===== src/rtl/alu_seq_pkg.sv =====
// Shared types for the ALU operand sequencer: FSM state encoding and logic-unit opcodes.
package alu_seq_pkg;

  localparam int unsigned WIDTH_DEF = 8;
  localparam int unsigned OP_W      = 3;
  localparam int unsigned ST_W      = 3;

  typedef enum logic [2:0] {
    LOAD_A  = 3'd0,
    LOAD_B  = 3'd1,
    LOAD_OP = 3'd2,
    EXEC    = 3'd3,
    SHOW    = 3'd4
  } seq_state_e;

  localparam logic [OP_W-1:0] OP_AND = 3'b000;
  localparam logic [OP_W-1:0] OP_OR  = 3'b001;
  localparam logic [OP_W-1:0] OP_XOR = 3'b010;
  localparam logic [OP_W-1:0] OP_NOT = 3'b011;
  localparam logic [OP_W-1:0] OP_SHL = 3'b100;
  localparam logic [OP_W-1:0] OP_SHR = 3'b101;

endpackage


===== src/rtl/detector_flanco.sv =====
// Rising-edge detector: one-cycle pulse when sig_i goes high, held level counts once.
module detector_flanco (
  input  logic clk,
  input  logic rst,
  input  logic sig_i,
  output logic pulse_c
);

  logic prev_q;

  always_ff @(posedge clk) begin
    if (rst) prev_q <= 1'b0;
    else     prev_q <= sig_i;
  end

  assign pulse_c = sig_i & ~prev_q;

endmodule


===== src/rtl/alu_operand_sequencer.sv =====
// Loads A, B and opcode from a shared switch bus on button presses, drives the logic unit
// and captures its result. Define ALU_SEQ_FLAGS_EN to generate the zero/negative flag registers.
module alu_operand_sequencer
  import alu_seq_pkg::*;
#(
  parameter int unsigned WIDTH = WIDTH_DEF
) (
  input  logic             clk,
  input  logic             rst,
  input  logic [WIDTH-1:0] dato_in,
  input  logic [2:0]       control_in,
  input  logic             boton,
  input  logic [WIDTH-1:0] resultado,
  output logic [WIDTH-1:0] numero1,
  output logic [WIDTH-1:0] numero2,
  output logic [2:0]       ALUControl,
  output logic [WIDTH-1:0] result_q,
  output logic             flag_z,
  output logic             flag_n,
  output logic             valid,
  output logic [2:0]       estado
);

  seq_state_e       state_q;
  logic [WIDTH-1:0] num1_q;
  logic [WIDTH-1:0] num2_q;
  logic [OP_W-1:0]  op_q;
  logic [WIDTH-1:0] res_q;
  logic             valid_q;
  logic             press_c;

  detector_flanco u_det (
    .clk     (clk),
    .rst     (rst),
    .sig_i   (boton),
    .pulse_c (press_c)
  );

  // Sequencer: one load per press, EXEC always lasts exactly one cycle
  always_ff @(posedge clk) begin
    if (rst) begin
      state_q <= LOAD_A;
      num1_q  <= '0;
      num2_q  <= '0;
      op_q    <= '0;
      res_q   <= '0;
      valid_q <= 1'b0;
    end else begin
      case (state_q)
        LOAD_A: begin
          if (press_c) begin
            num1_q  <= dato_in;
            valid_q <= 1'b0;
            state_q <= LOAD_B;
          end
        end
        LOAD_B: begin
          if (press_c) begin
            num2_q  <= dato_in;
            state_q <= LOAD_OP;
          end
        end
        LOAD_OP: begin
          if (press_c) begin
            op_q    <= control_in;
            state_q <= EXEC;
          end
        end
        EXEC: begin
          res_q   <= resultado;
          valid_q <= 1'b1;
          state_q <= SHOW;
        end
        SHOW: begin
          // A press here starts the next round, so it also loads operand A
          if (press_c) begin
            num1_q  <= dato_in;
            valid_q <= 1'b0;
            state_q <= LOAD_B;
          end
        end
        default: begin
          valid_q <= 1'b0;
          state_q <= LOAD_A;
        end
      endcase
    end
  end

`ifdef ALU_SEQ_FLAGS_EN
  logic flag_z_q;
  logic flag_n_q;

  always_ff @(posedge clk) begin
    if (rst) begin
      flag_z_q <= 1'b0;
      flag_n_q <= 1'b0;
    end else if (state_q == EXEC) begin
      flag_z_q <= (resultado == '0);
      flag_n_q <= resultado[WIDTH-1];
    end
  end

  assign flag_z = flag_z_q;
  assign flag_n = flag_n_q;
`else
  assign flag_z = 1'b0;
  assign flag_n = 1'b0;
`endif

  assign numero1    = num1_q;
  assign numero2    = num2_q;
  assign ALUControl = op_q;
  assign result_q   = res_q;
  assign valid      = valid_q;
  assign estado     = ST_W'(state_q);

endmodule


===== config.mk =====
export PLATFORM = sky130hd
export DESIGN_NAME = alu_operand_sequencer
export DESIGN_NICKNAME = d
export VERILOG_FILES = /design/src/rtl/alu_seq_pkg.sv /design/src/rtl/detector_flanco.sv /design/src/rtl/alu_operand_sequencer.sv
export SDC_FILE = /design/constraint.sdc
export NUM_CORES = 1
export LEC_CHECK = 0
export CAP_MARGIN = 20
export CORE_MARGIN = 8
export CORE_UTILIZATION = 45
export DETAILED_ROUTE_END_ITERATION = 16
export GPL_TIMING_DRIVEN = 0
export PLACE_DENSITY = 0.83
export SYNTH_ARGS = -nofsm -noshare
export SYNTH_HDL_FRONTEND = slang
export SYNTH_SLANG_ARGS = --single-unit

===== constraint.sdc =====
create_clock -name clk -period 2.4 [get_ports clk]
set_input_delay 0.24 -clock clk [delete_from_list [all_inputs] [get_ports clk]]
set_output_delay 0.24 -clock clk [all_outputs]
set_load 0.02 [all_outputs]

==> results by group, run 1 <==
STA
  – Final TNS setup: 0 ns
  – Period utilization: 72.8%
  – RSZ-0062 raised after global routing: false
  – Relative slew slack: 65.5%
  – Min Tclk post-route: 1.75 ns
  – Finish-stage setup viols: 0
  – Slew Limit Fails: 0
  – Clock skew: 0.00814 ns
  – Hold_ws: 0.465 ns
  – Final worst slack: 0.653 ns
  – Fmax: 0.573 GHz
  – Measured slew at the worst slew-check pin: 0.516 ns
  – Final Hold Vio Count: 0

Global routing
  – Largest net degree at the start of global routing: 11
  – Global-route wire length before repair: 5800 um
  – Top Usage Layer GRT: met2
  – GR Util met3: 7.77%
  – Global Route met2 Usage: 25.2%
  – Grt met1 use: 14.2%
  – Initial antenna violation count: 0
  – Grt ovf: 0
  – Vias in the first global route: 1270
  – GR Util All Layers: 14.1%

Power and ir drop
  – Power per cell area: 531 nW/um2
  – P_int: 792 uW
  – Clock power share: 29.6%
  – Pleak: 0.765 nW
  – Power Total: 1.05 mW
  – Flop pwr share: 53.0%
  – Sw frac: 24.8%
  – Worst vdd ir: 0.413 mV
  – Logic pwr share: 17.4%
  – Sw Pwr: 262 uW

Critical path
  – Worst path required time: 2.16 ns
  – CP max stage cell: clkdlybuf4s50_1
  – WP buf/inv: 1
  – Register-to-Register Path Depth: 5
  – Critical path, cell by cell: clkdlybuf4s50_1
  – Setup CP Type: reg -> out
  – Top Family by Delay on Critical Path: buffers and inverters
  – Crit-path max cell delay: 0.68 ns
  – Worst R2R Start: estado[1]$_SDFFE_PP0P_
  – R2r setup slk: 0.99 ns
  – Crit. End Element: primary output
  – Worst flop-to-flop path endpoint: numero1[2]$_SDFFE_PP0P_
  – Startpoint Class: flop
  – CP max FO: 9
  – WP data arrival: 1.51 ns

Synthesis
  – Synth cell types: 24
  – Most frequent cell after synthesis: dfxtp_1
  – Synth Warn #: 0
  – Synth area leader: dfxtp_1
  – Synth top area share: 47.0%
  – Top cells by area, synth: dfxtp_1, mux2i_1, nand2b_1
  – Main synth FF type: dfxtp_1
  – Ys async rst share: 0%
  – Post-Syn Area: 1360 um2
  – Number of synthesized flops with an enable pin: 0
  – Cells after Synth: 136
  – Commonest cells in the netlist: dfxtp_1, nand2b_1, mux2i_1
  – Synthesized area per cell: 10.0 um2
  – Flip-flop and latch count after synthesis: 32
  – Seq/Total Area, Yosys: 47.0%

Status
  – Status: finished clean

Clock network
  – CTS buffer count: 5
  – H-tree depth: 2
  – Clk Latency, worst-skew pair: 0.32 ns
  – Clock Tree Buf Depth: 2
  – Post-CTS sizing: 0
  – CTS tree: yes
  – Post-CTS Hold Buffers: 0
  – CTS Sinks: 32
  – Setup Fix Bufs, Post-CTS: 0
  – Root Driver: clkbuf_4
  – Clock transition at path regs: 0.08 ns

Run
  – Max-cap viol count: 0

Placement
  – Placed Cells: 222
  – HPWL Detailed: 2620 um
  – Gp weighted congestion: 0.764
  – IO buf count: 52
  – DP Worst Slack: 0.607 ns

Worst hold path
  – Hold Crit Class: reg -> reg
  – Hold Crit Depth: 2
  – WHS Endpoint: numero1[1]$_SDFFE_PP0P_
  – Hold Startpoint: numero1[1]$_SDFFE_PP0P_

Drt
  – DRC violations left: 0
  – Routed vias/inst: 4.95
  – Post-DR wirelength/cell: 14.5 um
  – Iteration-0 DRC Markers: 41
  – Final WL: 3340 um
  – Via Count: 1139
  – First drt pass iteration count: 4
  – Antenna-violating nets left: 0

Floorplanning
  – Core area: 2980 um2
  – Die Wd: 71.0 um
  – Starting Density: 45.8%
  – Die Span Y: 71.0 um
  – # rows: 20
  – Ports: 55
  – Die ar.: 5040 um2

Finish
  – Ant diodes: 0
  – Post-Layout Cell Count: 230
  – Ratio of cells with drive above 1 in the final layout: 9.64%
  – Filler Cell Count: 252
  – Area grow syn2layout: 45.8%
  – Fin nets: 218
registers in the layout (all words and copies together), names as in the netlist:
register / cells
numero2: 8
numero1: 8
valid: 1
estado: 3
ALUControl: 3
u_det.prev_q: 1
result_q: 8
worst max-delay path by stage:
stage,start,endpoint,depth (start not counted)
2_1_floorplan,estado[1]$_SDFFE_PP0P_,numero1[0]$_SDFFE_PP0P_,5
3_3_place_gp,rst,estado[1]$_SDFFE_PP0P_,4
3_5_place_dp,rst,result_q[4]$_SDFFE_PP0N_,4
4_1_cts,estado[2]$_SDFFE_PP0P_,estado[2],1
5_1_grt,estado[2]$_SDFFE_PP0P_,estado[2],1
6_report,estado[2]$_SDFFE_PP0P_,estado[2],1
cell usage in the layout, fill, tap and decap left out:
master	n
dfxtp_1	32
nor2_1	9
or2b_1	1
a31oi_1	1
clkbuf_1	6
mux2i_1	19
nand2b_4	1
nand3b_1	1
or3b_2	1
nand2_1	16
a211o_2	1
nor4b_1	1
a21oi_1	10
or3b_1	1
or4b_4	1
buf_6	3
buf_4	4
nor4b_4	2
clkbuf_8	1
a211oi_1	1
nand4bb_1	1
conb_1	2
nand3_1	2
clkbuf_4	5
nor2b_1	1
clkdlybuf4s50_1	52
nand2b_1	22
routing by layer:
layer	share of wire, %	wire (um)	up-vias
met4	0	0	0
met1	41	1370	528
met5	0	0	-
li1	-	-	572
met3	9.2	307	0
met2	50	1670	39
cell families (layout without fill, tap and decap cells):
| group | Yosys count | count (layout) | synth area share [%] |
|---|---|---|---|
| mux | 19 | 19 | 14.0 |
| simple gates | 60 | 60 | 27.5 |
| compound gates | 13 | 13 | 5.42 |
| other cells | 1 | 2 | 0.275 |
| flops | 32 | 32 | 47.0 |
| buf+inv | 11 | 71 | 5.78 |
stage by stage:
| step | instance area (um2) | util (%) |
|---|---|---|
| CTS | 1990 | 66.7 |
| global placement | 1930 | 64.7 |
| finish | 1990 | 66.7 |
| detailed placement | 1930 | 64.7 |
| floorplan | 1370 | - |
| global route | 1990 | 66.7 |
layout make-up:
class / instances / area, um2 / area share (%)
Multi-Input combinational cell: 94 / 647 / 32.6
Buffer: 11 / 78.8 / 3.97
Sequential cell: 32 / 641 / 32.2
Timing Repair Buffer: 52 / 520 / 26.2
Tap cell: 33 / 41.3 / 2.08
Clock buffer: 8 / 58.8 / 2.96
power groups by stage:
stage	sequential, mW	clock (mW)	combinational (mW)
global placement	0.570	0	0.180
global route	0.561	0.347	0.197
floorplan	0.591	0	0.0769
finish	0.559	0.312	0.183
detailed placement	0.571	0	0.184
CTS	0.559	0.323	0.185
Power figures use the tool's default switching activity.
==> inputs of run 2 (changes only) <==
- CORE_UTILIZATION: 45 -> 38
- PLACE_DENSITY: 0.83 -> 0.75
- clock period: 2.4 -> 1.44 ns (I/O delays scaled with it)
==> run 2 against run 1 <==
Global-route usage shrank 1.2 points; routed wire length increased by 1.8%; clock power up 71%; hold slack worse by 0.099 ns; combinational power up 54%; worst setup slack lost 0.55 ns; die area increased by 14%; non-clock buffer count fell by 1; critical path depth increased by 3; sequential share of layout area rose by 0.39 points; via count about the same; count of clock-buffer cells in the layout down 2.
==> results by group, run 2 (synthesis results as in run 1) <==
Status
  – Status: finished clean

STA
  – Finish-stage setup viols: 0 (unchanged)
  – Clock skew: 0.00573 ns (-0.00242 ns)
  – Final Hold Vio Count: 0 (unchanged)
  – Final TNS setup: 0 ns (unchanged)
  – Fmax: 0.747 GHz
  – Period utilization: 93.0%
  – Slew Limit Fails: 0 (unchanged)
  – Min Tclk post-route: 1.34 ns

Clock network
  – CTS Sinks: 32 (unchanged)
  – H-tree depth: 2 (unchanged)
  – Clk Latency, worst-skew pair: 0.33 ns (about the same)
  – Post-CTS Hold Buffers: 0 (unchanged)
  – Setup Fix Bufs, Post-CTS: 0 (unchanged)
  – Root Driver: clkbuf_4
  – Clock Tree Buf Depth: 2 (unchanged)
  – Clock transition at path regs: 0.10 ns (+0.02 ns)
  – CTS tree: yes
  – CTS buffer count: 5 (unchanged)

Finish
  – Register area: 643 um2 (+0.39%)
  – Filler Cell Count: 308 (+22%)
  – Ant diodes: 0 (unchanged)
  – Ratio of cells with drive above 1 in the final layout: 12.8% (+3.1 points)
  – Area grow syn2layout: 44.6%
  – Post-layout util: 58.1% (-8.6 points)
  – Post-Layout Cell Count: 242 (+5.2%)
  – Most frequent cells in the layout: dfxtp_1, dlygate4sd2_1, nand2b_1
  – Fin nets: 217 (-0.46%)
  – Area occupied by multi-input gates: 653 um2 (+0.97%)
  – Final Cell Area: 1970 um2 (-0.82%)

Worst hold path
  – Hold Startpoint: control_in[1]
  – Hold Crit Depth: 3 (+1)
  – Hold Crit Class: in -> reg

Floorplanning
  – Starting Density: 40.2% (-5.6 points)
  – Die Span Y: 75.9 um (+6.8%)
  – Ports: 55 (unchanged)
  – Die Wd: 75.9 um (+6.8%)
  – # rows: 21 (+5.0%)
  – Die ar.: 5760 um2 (+14%)
  – Core area: 3390 um2 (+14%)

Drt
  – Post-DR wirelength/cell: 14.0 um (-3.2%)
  – Via Count: 1140 (+0.088%)
  – Final WL: 3400 um (+1.8%)
  – First drt pass iteration count: 4 (unchanged)
  – DRC violations left: 0 (unchanged)
  – Routed vias/inst: 4.71 (-4.9%)
  – Iteration-0 DRC Markers: 62 (+51%)
  – Antenna-violating nets left: 0 (unchanged)

Global routing
  – Largest net degree at the start of global routing: 11 (unchanged)
  – Grt ovf: 0 (unchanged)
  – Vias in the first global route: 1180 (-7.1%)
  – GR Util All Layers: 12.9% (-1.2 points)
  – Global-route wire length before repair: 5550 um (-4.4%)
  – Initial antenna violation count: 0 (unchanged)

Power and ir drop
  – Power per cell area: 885 nW/um2 (+67%)
  – Pleak: 0.927 nW (+21%)
  – Worst vdd ir: 0.586 mV (+42%)

Critical path
  – Setup CP Type: reg -> reg
  – Crit. End Element: flop
  – Worst R2R Start: u_det.prev_q$_SDFF_PP0_
  – WP data arrival: 1.60 ns (+0.09 ns)
  – Crit-path max cell delay: 0.36 ns (-0.32 ns)
  – Register-to-Register Path Depth: 4 (-1)
  – Startpoint Class: flop
  – CP max FO: 8 (-1)
  – Critical path, cell by cell: nand2b_4, nor4b_2, buf_4, mux2i_1
  – CP max stage cell: dfxtp_1
  – Worst path required time: 1.70 ns (-0.46 ns)
  – CP startpoint: u_det.prev_q$_SDFF_PP0_

Run
  – Max-cap viol count: 0 (unchanged)

Placement
  – IO buf count: 52 (unchanged)
  – Placed Cells: 235 (+5.9%)
  – Gp weighted congestion: 0.755 (-1.1%)
  – DP Area: 1940 um2 (+0.84%)
  – HPWL Detailed: 2640 um (+1.1%)
## run 2: power breakdown
group          leakage, nW  internal, mW  total [mW]  switching (mW)
logic                0.628         0.143       0.282           0.138
clock network       0.0380         0.232       0.532           0.300
registers            0.261         0.914       0.931          0.0167
total                0.927          1.29        1.74           0.455
## run 2: worst max-delay path, delay by kind of cell (launching register included)
kind	cells	cell delay, ns
buffers and inverters	1	0.24
muxes	1	0.22
and+or+nand+nor	2	0.45
DFF	1	0.36
## run 2: layout make-up
class / count / share of cell area (%)
Multi-Input combinational cell: 94 / 33.1
Sequential cell: 32 / 32.6
Clock inverter: 2 / 0.508
Clock buffer: 6 / 2.60
Tap cell: 46 / 2.92
Buffer: 10 / 3.56
Timing Repair Buffer: 52 / 24.6
## run 2: repair_timing
item                       in CTS  in global routing
setup endpoints to repair      30                 19
resized for setup              31                  7
pin swaps                       0                  0
## run 2: worst paths after layout
kind                           endpoint  slack, ns
max             numero2[3]$_SDFFE_PP0P_       0.10
min          ALUControl[1]$_SDFFE_PP0P_       0.37
max reg2reg     numero2[3]$_SDFFE_PP0P_       0.10
min reg2reg     numero1[5]$_SDFFE_PP0P_       0.46
## run 2: stage by stage
stage                     hold WS (ns)  setup slack, ns  power, mW
after detailed placement         0.452           -0.300       1.26
after CTS                        0.354         0.000809       1.78
after global placement           0.445           -0.271       1.25
after floorplan                  0.272           0.0179       1.11
after global routing             0.374          -0.0236       1.83
final                            0.366            0.101       1.74
## run 2: routing by layer
metal / part of all wire (%) / track usage [%]
met1: 39 / 13.5
met2: 46 / 20.3
met3: 13 / 7.24
met4: 1.4 / 6.40
met5: 0 / 0
